==> src/rtl/ysyx_22041412_div_unit.sv <==
// ysyx_22041412_div_unit
//   Multi-cycle RV64M divider: DIV/DIVU/REM/REMU and the W forms, using a
//   radix-2 restoring algorithm (one quotient bit per clock).
//
// Ports
//   clk, rst        rising-edge clock, asynchronous active-high reset
//   flush           aborts any in-flight op; drops a same-cycle request
//   in_valid/ready  request handshake (in_ready is high only in IDLE)
//   rsA, rsB        dividend / divisor
//   func3           100 DIV, 101 DIVU, 110 REM, 111 REMU; others return 0
//   is_word         selects the 32-bit W form (result sign-extended from bit 31)
//   out_valid/ready result handshake; data is held stable until taken
//   data            quotient or remainder; keeps last delivered value otherwise
//
// Build option
//   DIV_EARLY_OUT_EN  when defined, |dividend| < |divisor| finishes at accept
//                     (quotient 0, remainder = dividend). Results are unchanged,
//                     only latency differs.
module ysyx_22041412_div_unit #(
  parameter int XLEN = 64
) (
  input  logic            clk,
  input  logic            rst,
  input  logic            flush,
  input  logic            in_valid,
  output logic            in_ready,
  input  logic [XLEN-1:0] rsA,
  input  logic [XLEN-1:0] rsB,
  input  logic [2:0]      func3,
  input  logic            is_word,
  output logic            out_valid,
  input  logic            out_ready,
  output logic [XLEN-1:0] data
);

  localparam int HALF  = XLEN / 2;
  localparam int CNT_W = $clog2(XLEN) + 1;

  typedef enum logic [1:0] {IDLE, CALC, DONE} state_t;

  // Word forms: extend bits [HALF-1:0], sign- or zero-filling the upper half.
  function automatic logic [XLEN-1:0] ext_word(input logic [XLEN-1:0] v,
                                               input logic sgn,
                                               input logic word);
    if (!word) return v;
    return {{HALF{sgn & v[HALF-1]}}, v[HALF-1:0]};
  endfunction

  // Two's-complement negate when requested (magnitude extraction / sign fix).
  function automatic logic [XLEN-1:0] fix_sign(input logic [XLEN-1:0] v,
                                               input logic neg);
    return neg ? (~v + 1'b1) : v;
  endfunction

  state_t           state;
  logic [CNT_W-1:0] cnt;
  logic [XLEN-1:0]  rem_p1, quo_p1, dvsr_p1;
  logic             neg_q_p1, neg_r_p1, sel_rem_p1, word_p1;

  // ---- p0: operand preparation at accept ----
  logic                   signed_op_p0, legal_p0;
  logic signed [XLEN-1:0] a_ext_p0, b_ext_p0, int_min_p0;
  logic                   a_neg_p0, b_neg_p0;
  logic [XLEN-1:0]        a_mag_p0, b_mag_p0;
  logic                   div_zero_p0, ovf_p0, early_p0, special_p0;
  logic [XLEN-1:0]        quo_sp_p0, rem_sp_p0, sp_res_p0;

  assign signed_op_p0 = ~func3[0];
  assign legal_p0     = func3[2];
  assign a_ext_p0     = signed'(ext_word(rsA, signed_op_p0, is_word));
  assign b_ext_p0     = signed'(ext_word(rsB, signed_op_p0, is_word));
  assign a_neg_p0     = signed_op_p0 & a_ext_p0[XLEN-1];
  assign b_neg_p0     = signed_op_p0 & b_ext_p0[XLEN-1];
  assign a_mag_p0     = fix_sign(a_ext_p0, a_neg_p0);
  assign b_mag_p0     = fix_sign(b_ext_p0, b_neg_p0);
  assign int_min_p0   = is_word ? signed'({{(HALF+1){1'b1}}, {(HALF-1){1'b0}}})
                                : signed'({1'b1, {(XLEN-1){1'b0}}});
  assign div_zero_p0  = (b_ext_p0 == '0);
  assign ovf_p0       = signed_op_p0 & (a_ext_p0 == int_min_p0) & (b_ext_p0 == '1);

`ifdef DIV_EARLY_OUT_EN
  assign early_p0 = ~div_zero_p0 & (a_mag_p0 < b_mag_p0);
`else
  assign early_p0 = 1'b0;
`endif

  assign special_p0 = div_zero_p0 | ovf_p0 | early_p0;

  always_comb begin
    quo_sp_p0 = '0;
    rem_sp_p0 = a_ext_p0;
    if (div_zero_p0) begin
      quo_sp_p0 = '1;
    end else if (ovf_p0) begin
      quo_sp_p0 = a_ext_p0;
      rem_sp_p0 = '0;
    end
  end

  assign sp_res_p0 = ext_word(func3[1] ? rem_sp_p0 : quo_sp_p0, 1'b1, is_word);

  // ---- p1: one restoring step per cycle ----
  logic [XLEN:0]   shifted_p1;
  logic            fits_p1;
  logic [XLEN-1:0] trial_p1, rem_nxt_p1, quo_nxt_p1, res_p1;

  assign shifted_p1 = {rem_p1, quo_p1[XLEN-1]};
  assign fits_p1    = (shifted_p1 >= {1'b0, dvsr_p1});
  assign trial_p1   = shifted_p1[XLEN-1:0] - dvsr_p1;
  assign rem_nxt_p1 = fits_p1 ? trial_p1 : shifted_p1[XLEN-1:0];
  assign quo_nxt_p1 = {quo_p1[XLEN-2:0], fits_p1};
  assign res_p1     = ext_word(sel_rem_p1 ? fix_sign(rem_nxt_p1, neg_r_p1)
                                          : fix_sign(quo_nxt_p1, neg_q_p1),
                               1'b1, word_p1);

  // ---- control and result registers ----
  always_ff @(posedge clk or posedge rst) begin
    if (rst) begin
      state      <= IDLE;
      in_ready   <= 1'b1;
      out_valid  <= 1'b0;
      data       <= '0;
      cnt        <= '0;
      rem_p1     <= '0;
      quo_p1     <= '0;
      dvsr_p1    <= '0;
      neg_q_p1   <= 1'b0;
      neg_r_p1   <= 1'b0;
      sel_rem_p1 <= 1'b0;
      word_p1    <= 1'b0;
    end else begin
      case (state)
        IDLE: begin
          if (in_valid && !flush) begin
            in_ready <= 1'b0;
            if (!legal_p0) begin
              data      <= '0;
              out_valid <= 1'b1;
              state     <= DONE;
            end else if (special_p0) begin
              data      <= sp_res_p0;
              out_valid <= 1'b1;
              state     <= DONE;
            end else begin
              // Word dividends sit in the upper half so HALF shifts consume them.
              quo_p1     <= is_word ? (a_mag_p0 << HALF) : a_mag_p0;
              rem_p1     <= '0;
              dvsr_p1    <= b_mag_p0;
              cnt        <= is_word ? CNT_W'(HALF) : CNT_W'(XLEN);
              neg_q_p1   <= a_neg_p0 ^ b_neg_p0;
              neg_r_p1   <= a_neg_p0;
              sel_rem_p1 <= func3[1];
              word_p1    <= is_word;
              state      <= CALC;
            end
          end
        end
        CALC: begin
          if (flush) begin
            state    <= IDLE;
            in_ready <= 1'b1;
          end else begin
            rem_p1 <= rem_nxt_p1;
            quo_p1 <= quo_nxt_p1;
            cnt    <= cnt - 1'b1;
            if (cnt == CNT_W'(1)) begin
              data      <= res_p1;
              out_valid <= 1'b1;
              state     <= DONE;
            end
          end
        end
        DONE: begin
          if (flush || out_ready) begin
            state     <= IDLE;
            out_valid <= 1'b0;
            in_ready  <= 1'b1;
          end
        end
        default: begin
          state     <= IDLE;
          out_valid <= 1'b0;
          in_ready  <= 1'b1;
        end
      endcase
    end
  end

endmodule

==> config.mk <==
export PLATFORM = sky130hd
export DESIGN_NAME = ysyx_22041412_div_unit
export DESIGN_NICKNAME = d
export VERILOG_FILES = /design/src/rtl/ysyx_22041412_div_unit.sv
export SDC_FILE = /design/constraint.sdc
export NUM_CORES = 1
export LEC_CHECK = 0
export ABC_AREA = 1
export BUFFER_PORTS_ARGS = -buffer_cell sky130_fd_sc_hd__buf_2
export CORE_MARGIN = 2
export CORE_UTILIZATION = 38
export DETAILED_ROUTE_END_ITERATION = 10
export GPL_ROUTABILITY_DRIVEN = 1
export SYNTH_ARGS = -nofsm -noshare
export SYNTH_HDL_FRONTEND = slang
export SYNTH_SLANG_ARGS = --single-unit
==> constraint.sdc <==
create_clock -name clk -period 18.1 [get_ports clk]
set_input_delay 2.715 -clock clk [delete_from_list [all_inputs] [get_ports clk]]
set_output_delay 2.715 -clock clk [all_outputs]
set_load 0.02 [all_outputs]
==> flow_summary.html, run 1 <==
<table>
<tr><th>Metric</th><th>Value</th></tr>
<tr><th colspan="2">Detailed routing</th></tr>
<tr><td>Aggregate routed wire length</td><td>135 mm</td></tr>
<tr><td>Remaining number of nets flagged by the antenna check after routing</td><td>0</td></tr>
<tr><td>DR iter-0 viols</td><td>4366</td></tr>
<tr><td>Detailed-route vias per instance</td><td>5.53</td></tr>
<tr><td>Detailed-routing iteration count for the pre-antenna-repair pass</td><td>6</td></tr>
<tr><td>DR vias</td><td>33583</td></tr>
<tr><td>Average wire per standard cell</td><td>between 20 and 25 µm</td></tr>
<tr><td>Count of unresolved DRC violations after routing</td><td>0</td></tr>
<tr><th colspan="2">Setup path</th></tr>
<tr><td>Required arrival time at the worst endpoint</td><td>18510 ps</td></tr>
<tr><td>Kind of start point of the critical path</td><td>input pin</td></tr>
<tr><td>FF-to-FF End</td><td>data[62]$_DFFE_PP0P_</td></tr>
<tr><td>Slowest stage delay, CP</td><td>roughly 910 ps</td></tr>
<tr><td>Worst path bufs/invs</td><td>7</td></tr>
<tr><td>Minimum setup slack among reg-to-reg paths</td><td>between 10000 and 15000 ps</td></tr>
<tr><td>Depth of the worst register-to-register path</td><td>33</td></tr>
<tr><td>Critical-path cell with the highest stage delay</td><td>sky130_fd_sc_hd__nand2_1</td></tr>
<tr><td>Most common cell type on the critical path</td><td>sky130_fd_sc_hd__buf_4</td></tr>
<tr><td>Critical path endpoint category</td><td>flip-flop</td></tr>
<tr><td>Crit path cell chain</td><td>buf_2 &gt; buf_4 &gt; inv_4 &gt; buf_4 &gt; nand2_1 &gt; nand4_1 &gt; nor3_1 &gt; nand4_1 &gt; nor3_1 &gt; nand2_1 &gt; nand4_1 &gt; o2111ai_1 &gt; nor2_2 &gt; buf_4 &gt; inv_2 &gt; buf_4 &gt; o21ai_0</td></tr>
<tr><td>Worst R2R Start</td><td>dvsr_p1[39]$_DFFE_PP0P_</td></tr>
<tr><td>Largest delay contributor family on the critical path</td><td>buffers and inverters</td></tr>
<tr><td>Worst Path Class, Setup</td><td>input pin to flip-flop</td></tr>
<tr><td>Worst EP arrival</td><td>8520 ps</td></tr>
<tr><td>Peak fanout along the critical path</td><td>88</td></tr>
<tr><td>Stages on worst setup path</td><td>17</td></tr>
<tr><th colspan="2">STA</th></tr>
<tr><td>Worst-case setup margin in the final layout</td><td>between 9000 and 10000 ps</td></tr>
<tr><td>Normalized max-slew margin</td><td>0.170</td></tr>
<tr><td>Slew at the pin with the worst max-slew slack</td><td>around 1200 ps</td></tr>
<tr><td>Hold violation total from the final report</td><td>0</td></tr>
<tr><td>Number of slew-limit violations in the final report</td><td>0</td></tr>
<tr><td>Min Tclk post-route</td><td>about 8000 ps</td></tr>
<tr><td>Final setup violation count</td><td>0</td></tr>
<tr><td>Fin Setup TNS</td><td>0 ps</td></tr>
<tr><td>Fmax</td><td>between 0.1 and 0.15 GHz</td></tr>
<tr><td>Unrepaired setup endpoints after global routing</td><td>false</td></tr>
<tr><td>Fin crit share</td><td>0.448</td></tr>
<tr><td>Worst Clk Skew</td><td>~26 ps</td></tr>
<tr><th colspan="2">Worst hold path</th></tr>
<tr><td>Worst hold path stage count</td><td>2</td></tr>
<tr><td>HP Class</td><td>flip-flop to flip-flop</td></tr>
<tr><td>Worst hold endpoint</td><td>data[17]$_DFFE_PP0P_</td></tr>
<tr><td>Beginning of the worst hold path</td><td>data[17]$_DFFE_PP0P_</td></tr>
<tr><th colspan="2">Logic synthesis</th></tr>
<tr><td>Share of the yosys chip area belonging to registers</td><td>0.237</td></tr>
<tr><td>Nets in the synthesized netlist</td><td>roughly 5200</td></tr>
<tr><td>Top cells by count, synth</td><td>1591 x sky130_fd_sc_hd__nand2_1, 774 x sky130_fd_sc_hd__inv_1, 456 x sky130_fd_sc_hd__nor2_1, 456 x sky130_fd_sc_hd__o21ai_0, 304 x sky130_fd_sc_hd__nand3_1</td></tr>
<tr><td>Xor and xnor fraction of the mapped netlist area</td><td>0.0389</td></tr>
<tr><td>Cell types occupying the most area after synthesis</td><td>sky130_fd_sc_hd__dfrtp_1 24%, sky130_fd_sc_hd__nand2_1 21%, sky130_fd_sc_hd__inv_1 10%</td></tr>
<tr><td>Mapped Cells</td><td>around 5000</td></tr>
<tr><td>Async set-or-reset flop fraction in the synthesized netlist</td><td>1.00</td></tr>
<tr><td>Netlist cell types</td><td>64</td></tr>
<tr><td>Yosys warnings</td><td>0</td></tr>
<tr><td>Number of enable flip-flop cells after synthesis</td><td>0</td></tr>
<tr><td>Combined area of all synthesized cells</td><td>28600 µm²</td></tr>
<tr><td>Synth Area in Adders</td><td>0.0317</td></tr>
<tr><td>Library cell occupying the most area in the post-synthesis netlist</td><td>sky130_fd_sc_hd__dfrtp_1</td></tr>
<tr><td>Complex-gate fraction of the synthesized area</td><td>0.169</td></tr>
<tr><td>Post-synthesis mux area share</td><td>0.000350</td></tr>
<tr><td>Combinational family with the most area after synthesis</td><td>simple AND/OR/NAND/NOR gates</td></tr>
<tr><td>Synth Area in Simple Gates</td><td>0.391</td></tr>
<tr><td>Library cell with the highest instance count after synthesis</td><td>sky130_fd_sc_hd__nand2_1</td></tr>
<tr><td>Proportion of netlist area held by the largest area contributor</td><td>0.236</td></tr>
<tr><td>Number of synthesized register bits</td><td>271</td></tr>
<tr><td>Mean Syn Cell Area</td><td>roughly 5.7 µm²</td></tr>
<tr><td>Predominant post-synthesis flop cell</td><td>sky130_fd_sc_hd__dfrtp_1</td></tr>
<tr><th colspan="2">Placed design</th></tr>
<tr><td>Routability cong.</td><td>around 1.0</td></tr>
<tr><td>Quantity of I/O buffers inserted on ports</td><td>approximately 200</td></tr>
<tr><td>Half-perimeter wire length after detailed placement</td><td>111 mm</td></tr>
<tr><td>Setup WS pre-CTS</td><td>slightly below 10000 ps</td></tr>
<tr><th colspan="2">Clock tree</th></tr>
<tr><td>Worst-Skew Late Latency</td><td>about 580 ps</td></tr>
<tr><td>TritonCTS clock tree</td><td>built</td></tr>
<tr><td>Sink count of the clock tree</td><td>~270</td></tr>
<tr><td>Maximum number of buffers from clock root to sink</td><td>3</td></tr>
<tr><td>H-tree lvl count</td><td>2</td></tr>
<tr><td>Number of buffers added by the clock tree synthesis step</td><td>36</td></tr>
<tr><td>Post-CTS Hold Fix Bufs</td><td>0</td></tr>
<tr><td>Post-cts resize count</td><td>0</td></tr>
<tr><td>Root buf cell</td><td>sky130_fd_sc_hd__clkbuf_16</td></tr>
<tr><td>Reg clk slew, reported paths</td><td>around 60 ps</td></tr>
<tr><td>Post-CTS Setup Inserts</td><td>0</td></tr>
<tr><th colspan="2">Pwr</th></tr>
<tr><td>Pleak</td><td>0.0165 µW</td></tr>
<tr><td>PwrDens</td><td>roughly 220 nW/µm²</td></tr>
<tr><td>Largest voltage drop on the vdd net</td><td>between 0.1 and 0.15 mV</td></tr>
<tr><th colspan="2">Die</th></tr>
<tr><td>Num ports</td><td>slightly above 200</td></tr>
<tr><td>Core ar.</td><td>~74000 µm²</td></tr>
<tr><td>Die H</td><td>between 200 and 300 µm</td></tr>
<tr><td>Area of the die</td><td>77500 µm²</td></tr>
<tr><td>Placement Rows</td><td>100</td></tr>
<tr><td>Starting density of the core</td><td>0.384</td></tr>
<tr><td>Die extent in x</td><td>278 µm</td></tr>
<tr><th colspan="2">GRT</th></tr>
<tr><td>Vias in the first global route</td><td>a little over 30000</td></tr>
<tr><td>Residual overflow from global routing</td><td>0</td></tr>
<tr><td>Antenna violations before repair</td><td>8</td></tr>
<tr><td>Wire length of the first global-routing pass</td><td>198 mm</td></tr>
<tr><td>Pin count of the biggest net entering global routing</td><td>around 100</td></tr>
<tr><td>Global router's overall resource usage</td><td>0.341</td></tr>
<tr><th colspan="2">Run status</th></tr>
<tr><td>Result of the run</td><td>finished clean</td></tr>
<tr><th colspan="2">Final layout</th></tr>
<tr><td>Fraction of layout cells with a size suffix above 1</td><td>0.0784</td></tr>
<tr><td>Area Overhead vs Synth</td><td>9.92%</td></tr>
<tr><td>Final core occ</td><td>0.422</td></tr>
<tr><td>Net count, final</td><td>~5300</td></tr>
<tr><th colspan="2">Job</th></tr>
<tr><td>Max cap viols</td><td>0</td></tr>
</table>
[how the worst max path moves through the flow]
stage | start | to | slack (ps)
floorplan | rst | cnt[0]$_DFFE_PP0P_ | 7920
detailed placement | is_word | data[8]$_DFFE_PP0P_ | 9620
finish | is_word | data[11]$_DFFE_PP0P_ | 9990
global route | is_word | quo_p1[36]$_DFFE_PP0P_ | 9590
CTS | is_word | data[11]$_DFFE_PP0P_ | 10200
global placement | is_word | data[12]$_DFFE_PP0P_ | 9670
[through the flow]
stage | total power, µW | hold WS [ps] | cells | cell area, µm²
6_report | 7070 | 482 | 6076 | 31500
5_1_grt | 7640 | 511 | 6074 | 31400
4_1_cts | 6950 | 487 | 6074 | 31400
3_5_place_dp | 6190 | 466 | 6012 | 30300
3_3_place_gp | 6180 | 466 | 6012 | 30300
2_1_floorplan | 4520 | 453 | 5002 | 28600
[cells by family after synthesis]
logic type | Yosys count
XOR/XNOR | 127
multiplexers | 1
AND/OR/NAND/NOR | 2661
AO/OA/AOI/OAI | 895
flip-flops | 271
buffers and inverters | 975
adder cells (fa/ha/maj) | 72
[report_power, final]
| group | switching, µW | internal (µW) | total, µW |
|---|---|---|---|
| combinational | 3820 | 1400 | 5220 |
| sequential | 245 | 868 | 1110 |
| clock | 302 | 431 | 733 |
[worst register-to-register path: cells and delay by family (launching register included)]
family,cells,cell delay [ps]
simple gates,19,3760
buf+inv,5,740
fa+ha+maj,2,540
flops,1,380
compound gates,7,1670
[registers in the layout, summed over array words and instances, names as in the netlist]
name / cells
state: 2
quo_p1: 64
out_valid: 1
neg_r_p1: 1
cnt: 7
sel_rem_p1: 1
neg_q_p1: 1
dvsr_p1: 64
in_ready: 1
word_p1: 1
rem_p1: 64
data: 64
[routing by layer]
metal,wire [µm],up-vias,global-route usage
li1,-,16080,-
met1,61400,15752,0.502
met2,55500,1541,0.493
met3,13300,202,0.0638
met4,4990,8,0.116
met5,55,-,0
[cells in the final DEF (no fill, tap or decap), drive strengths merged, types with 7 or more instances in the layout]
cell type  count
o22ai         32
clkbuf        47
or2           40
a31oi          8
nand3b         7
and2           9
o31ai         16
nand2       1609
clkinv        12
nor3          90
a21boi        22
nand3        306
o21ai        480
nand4         75
inv          787
xnor2         26
nor4          39
buf          228
xor2         101
a2bb2oi        7
ha            71
a21oi        281
nor2         477
o211ai        26
dfrtp        270
[cell type report]
cell class                      count  area (µm²)
Fill cell                        8314       43000
Sequential cell                   271        6790
Tap cell                          969        1210
Clock inverter                     15         183
Multi-Input combinational cell   3756       18100
Inverter                          788        2970
Timing Repair Buffer              228        1210
Antenna cell                        2        5.00
Clock buffer                       47         992
(Power assumes the default switching activity.)
==> inputs of run 2 (changes only) <==
- clock period: 18.1 -> 7.2 ns (I/O delays scaled with it)
==> flow_summary.html, run 2 (synthesized netlist as in run 1, its figures left out) <==
<table>
<tr><th>Metric</th><th>Value</th></tr>
<tr><th colspan="2">Setup path</th></tr>
<tr><td>Stages on worst setup path</td><td>32 (was 17)</td></tr>
<tr><td>Critical-path cell with the highest stage delay</td><td>sky130_fd_sc_hd__ha_1 (was sky130_fd_sc_hd__nand2_1)</td></tr>
<tr><td>Peak fanout along the critical path</td><td>24 (was 88)</td></tr>
<tr><td>Last element of the critical path</td><td>data[62]$_DFFE_PP0P_ (was data[11]$_DFFE_PP0P_)</td></tr>
<tr><td>Worst setup path startpoint</td><td>rem_p1[37]$_DFFE_PP0P_ (was is_word)</td></tr>
<tr><td>Worst Path Class, Setup</td><td>flip-flop to flip-flop (was input pin to flip-flop)</td></tr>
<tr><td>FF-to-FF End</td><td>data[62]$_DFFE_PP0P_ (unchanged)</td></tr>
<tr><td>Kind of start point of the critical path</td><td>flip-flop (was input pin)</td></tr>
<tr><td>Largest delay contributor family on the critical path</td><td>simple AND/OR/NAND/NOR gates (was buffers and inverters)</td></tr>
<tr><td>Worst EP arrival</td><td>6360 ps (was 8520 ps)</td></tr>
<tr><td>Critical path endpoint category</td><td>flip-flop (unchanged)</td></tr>
<tr><td>Slowest stage delay, CP</td><td>440 ps (was 910 ps)</td></tr>
<tr><td>Worst path bufs/invs</td><td>3 (was 7)</td></tr>
<tr><td>Minimum setup slack among reg-to-reg paths</td><td>1350 ps (was 10920 ps)</td></tr>
<tr><td>Depth of the worst register-to-register path</td><td>32 (was 33)</td></tr>
<tr><td>Required arrival time at the worst endpoint</td><td>7720 ps (was 18510 ps)</td></tr>
<tr><td>Most common cell type on the critical path</td><td>sky130_fd_sc_hd__nand2_1 (was sky130_fd_sc_hd__buf_4)</td></tr>
<tr><td>Worst R2R Start</td><td>rem_p1[37]$_DFFE_PP0P_ (was dvsr_p1[39]$_DFFE_PP0P_)</td></tr>
<tr><th colspan="2">Detailed routing</th></tr>
<tr><td>Remaining number of nets flagged by the antenna check after routing</td><td>0 (unchanged)</td></tr>
<tr><td>Detailed-route vias per instance</td><td>5.64 (was 5.53)</td></tr>
<tr><td>DR iter-0 viols</td><td>4501 (was 4366)</td></tr>
<tr><td>Detailed-routing iteration count for the pre-antenna-repair pass</td><td>7 (was 6)</td></tr>
<tr><td>Count of unresolved DRC violations after routing</td><td>0 (unchanged)</td></tr>
<tr><td>Average wire per standard cell</td><td>22.9 µm (was 22.3 µm)</td></tr>
<tr><td>Aggregate routed wire length</td><td>139 mm (was 135 mm)</td></tr>
<tr><td>DR vias</td><td>34347 (was 33583)</td></tr>
<tr><th colspan="2">GRT</th></tr>
<tr><td>Residual overflow from global routing</td><td>0 (unchanged)</td></tr>
<tr><td>Global router's overall resource usage</td><td>0.351 (was 0.341)</td></tr>
<tr><td>Antenna violations before repair</td><td>11 (was 8)</td></tr>
<tr><td>Wire length of the first global-routing pass</td><td>204 mm (was 198 mm)</td></tr>
<tr><td>Vias in the first global route</td><td>31464 (was 30176)</td></tr>
<tr><td>Pin count of the biggest net entering global routing</td><td>138 (was 99)</td></tr>
<tr><th colspan="2">STA</th></tr>
<tr><td>Worst Clk Skew</td><td>32.6 ps (was 25.8 ps)</td></tr>
<tr><td>Min Tclk post-route</td><td>between 5000 and 6000 ps</td></tr>
<tr><td>Normalized max-slew margin</td><td>0.279 (was 0.170)</td></tr>
<tr><td>Number of slew-limit violations in the final report</td><td>0 (unchanged)</td></tr>
<tr><td>Worst-case setup margin in the final layout</td><td>1350 ps (was 9990 ps)</td></tr>
<tr><td>Worst hold-check slack</td><td>480 ps (was 482 ps)</td></tr>
<tr><td>Fin crit share</td><td>0.812</td></tr>
<tr><td>Final setup violation count</td><td>0 (unchanged)</td></tr>
<tr><td>Fmax</td><td>roughly 0.17 GHz</td></tr>
<tr><td>Slew at the pin with the worst max-slew slack</td><td>1070 ps (was 1230 ps)</td></tr>
<tr><td>Hold violation total from the final report</td><td>0 (unchanged)</td></tr>
<tr><td>Fin Setup TNS</td><td>0 ps (unchanged)</td></tr>
<tr><td>Unrepaired setup endpoints after global routing</td><td>false (unchanged)</td></tr>
<tr><th colspan="2">Job</th></tr>
<tr><td>Max cap viols</td><td>0 (unchanged)</td></tr>
<tr><th colspan="2">Clock tree</th></tr>
<tr><td>Root buf cell</td><td>sky130_fd_sc_hd__clkbuf_16 (unchanged)</td></tr>
<tr><td>Maximum number of buffers from clock root to sink</td><td>3 (unchanged)</td></tr>
<tr><td>TritonCTS clock tree</td><td>built (unchanged)</td></tr>
<tr><td>H-tree lvl count</td><td>2 (unchanged)</td></tr>
<tr><td>Number of buffers added by the clock tree synthesis step</td><td>37 (was 36)</td></tr>
<tr><td>Sink count of the clock tree</td><td>271 (unchanged)</td></tr>
<tr><td>Worst-Skew Late Latency</td><td>590 ps (was 580 ps)</td></tr>
<tr><td>Post-CTS Hold Fix Bufs</td><td>0 (unchanged)</td></tr>
<tr><td>Reg clk slew, reported paths</td><td>60 ps (about the same)</td></tr>
<tr><td>Post-cts resize count</td><td>0 (unchanged)</td></tr>
<tr><td>Post-CTS Setup Inserts</td><td>0 (unchanged)</td></tr>
<tr><th colspan="2">Pwr</th></tr>
<tr><td>Pleak</td><td>0.0166 µW (was 0.0165 µW)</td></tr>
<tr><td>Largest voltage drop on the vdd net</td><td>0.367 mV (was 0.108 mV)</td></tr>
<tr><td>PwrDens</td><td>574 nW/µm² (was 225 nW/µm²)</td></tr>
<tr><th colspan="2">Final layout</th></tr>
<tr><td>Most common cell after layout, fill and taps aside</td><td>sky130_fd_sc_hd__nand2_1 (unchanged)</td></tr>
<tr><td>Fraction of layout cells with a size suffix above 1</td><td>0.0804 (was 0.0784)</td></tr>
<tr><td>Number of fillers in the final layout</td><td>8239 (was 8314)</td></tr>
<tr><td>Highest-count cells in the layout ignoring fill and taps</td><td>1591 x sky130_fd_sc_hd__nand2_1, 772 x sky130_fd_sc_hd__inv_1, 456 x sky130_fd_sc_hd__o21ai_0 (unchanged)</td></tr>
<tr><td>Post-route insts no fill</td><td>6085 (was 6076)</td></tr>
<tr><td>Area Overhead vs Synth</td><td>10.6% (was 9.92%)</td></tr>
<tr><td>Final core occ</td><td>0.425 (was 0.422)</td></tr>
<tr><td>Net count, final</td><td>5296 (was 5290)</td></tr>
<tr><th colspan="2">Die</th></tr>
<tr><td>Area of the die</td><td>77500 µm² (unchanged)</td></tr>
<tr><td>Num ports</td><td>203 (unchanged)</td></tr>
<tr><td>Die extent in x</td><td>278 µm (unchanged)</td></tr>
<tr><td>Starting density of the core</td><td>0.384 (unchanged)</td></tr>
<tr><td>Placement Rows</td><td>100 (unchanged)</td></tr>
<tr><td>Die H</td><td>278 µm (unchanged)</td></tr>
<tr><td>Core ar.</td><td>74400 µm² (unchanged)</td></tr>
<tr><th colspan="2">Placed design</th></tr>
<tr><td>Setup WS pre-CTS</td><td>1480 ps (was 9620 ps)</td></tr>
<tr><td>Quantity of I/O buffers inserted on ports</td><td>202 (unchanged)</td></tr>
<tr><td>Routability cong.</td><td>1.05 (was 1.04)</td></tr>
<tr><td>Half-perimeter wire length after detailed placement</td><td>111 mm (about the same)</td></tr>
<tr><td>Placed cell count</td><td>6017 (was 6012)</td></tr>
<tr><th colspan="2">Run status</th></tr>
<tr><td>Result of the run</td><td>finished clean (unchanged)</td></tr>
<tr><th colspan="2">Worst hold path</th></tr>
<tr><td>HP Class</td><td>flip-flop to flip-flop (unchanged)</td></tr>
</table>
-- run 2: worst min-delay path by stage --
stage | from | to | slack (ps) | cells after the start
2_1_floorplan | dvsr_p1[33]$_DFFE_PP0P_ | dvsr_p1[33]$_DFFE_PP0P_ | 450 | 2
3_5_place_dp | data[28]$_DFFE_PP0P_ | data[28]$_DFFE_PP0P_ | 460 | 2
4_1_cts | data[27]$_DFFE_PP0P_ | data[27]$_DFFE_PP0P_ | 490 | 2
3_3_place_gp | out_valid$_DFFE_PP0P_ | out_valid$_DFFE_PP0P_ | 470 | 2
6_report | data[27]$_DFFE_PP0P_ | data[27]$_DFFE_PP0P_ | 480 | 2
5_1_grt | out_valid$_DFFE_PP0P_ | out_valid$_DFFE_PP0P_ | 510 | 2
-- run 2: tightest hold or removal path, stage by stage (launching register included) --
cell	delay (ps)
sky130_fd_sc_hd__dfrtp_1	340
sky130_fd_sc_hd__nand2_1	50
sky130_fd_sc_hd__o21ai_0	60
-- run 2: layout make-up --
class	instances	area (µm²)	area share
multi-input combinational	3756	18100	0.572
clock inverter	11	161	0.00510
tap	969	1210	0.0383
sequential	271	6790	0.214
antenna	1	2.50	0.0000791
inverter	788	2960	0.0937
clock buffer	56	1140	0.0360
timing repair buffer	233	1270	0.0401
-- run 2: power breakdown --
group	switching (µW)	leakage (µW)	internal (µW)	total [µW]
sequential	528	0.00345	2180	2710
combinational	9890	0.0125	3540	13400
clock	813	0.000637	1210	2020
-- run 2: through the flow --
stage	cell area, µm²	power, µW
3_5_place_dp	30300	15700
5_1_grt	31600	19500
6_report	31600	18200
3_3_place_gp	30300	15700
2_1_floorplan	28600	11400
4_1_cts	31600	17800
-- run 2: layer usage --
layer,share of wire,up-vias,wire [µm],track usage
li1,-,16088,-,-
met1,0.43,16016,60000,0.496
met2,0.42,1928,58400,0.526
met3,0.11,303,14600,0.0650
met4,0.044,12,6090,0.135
met5,0.00060,-,83,0
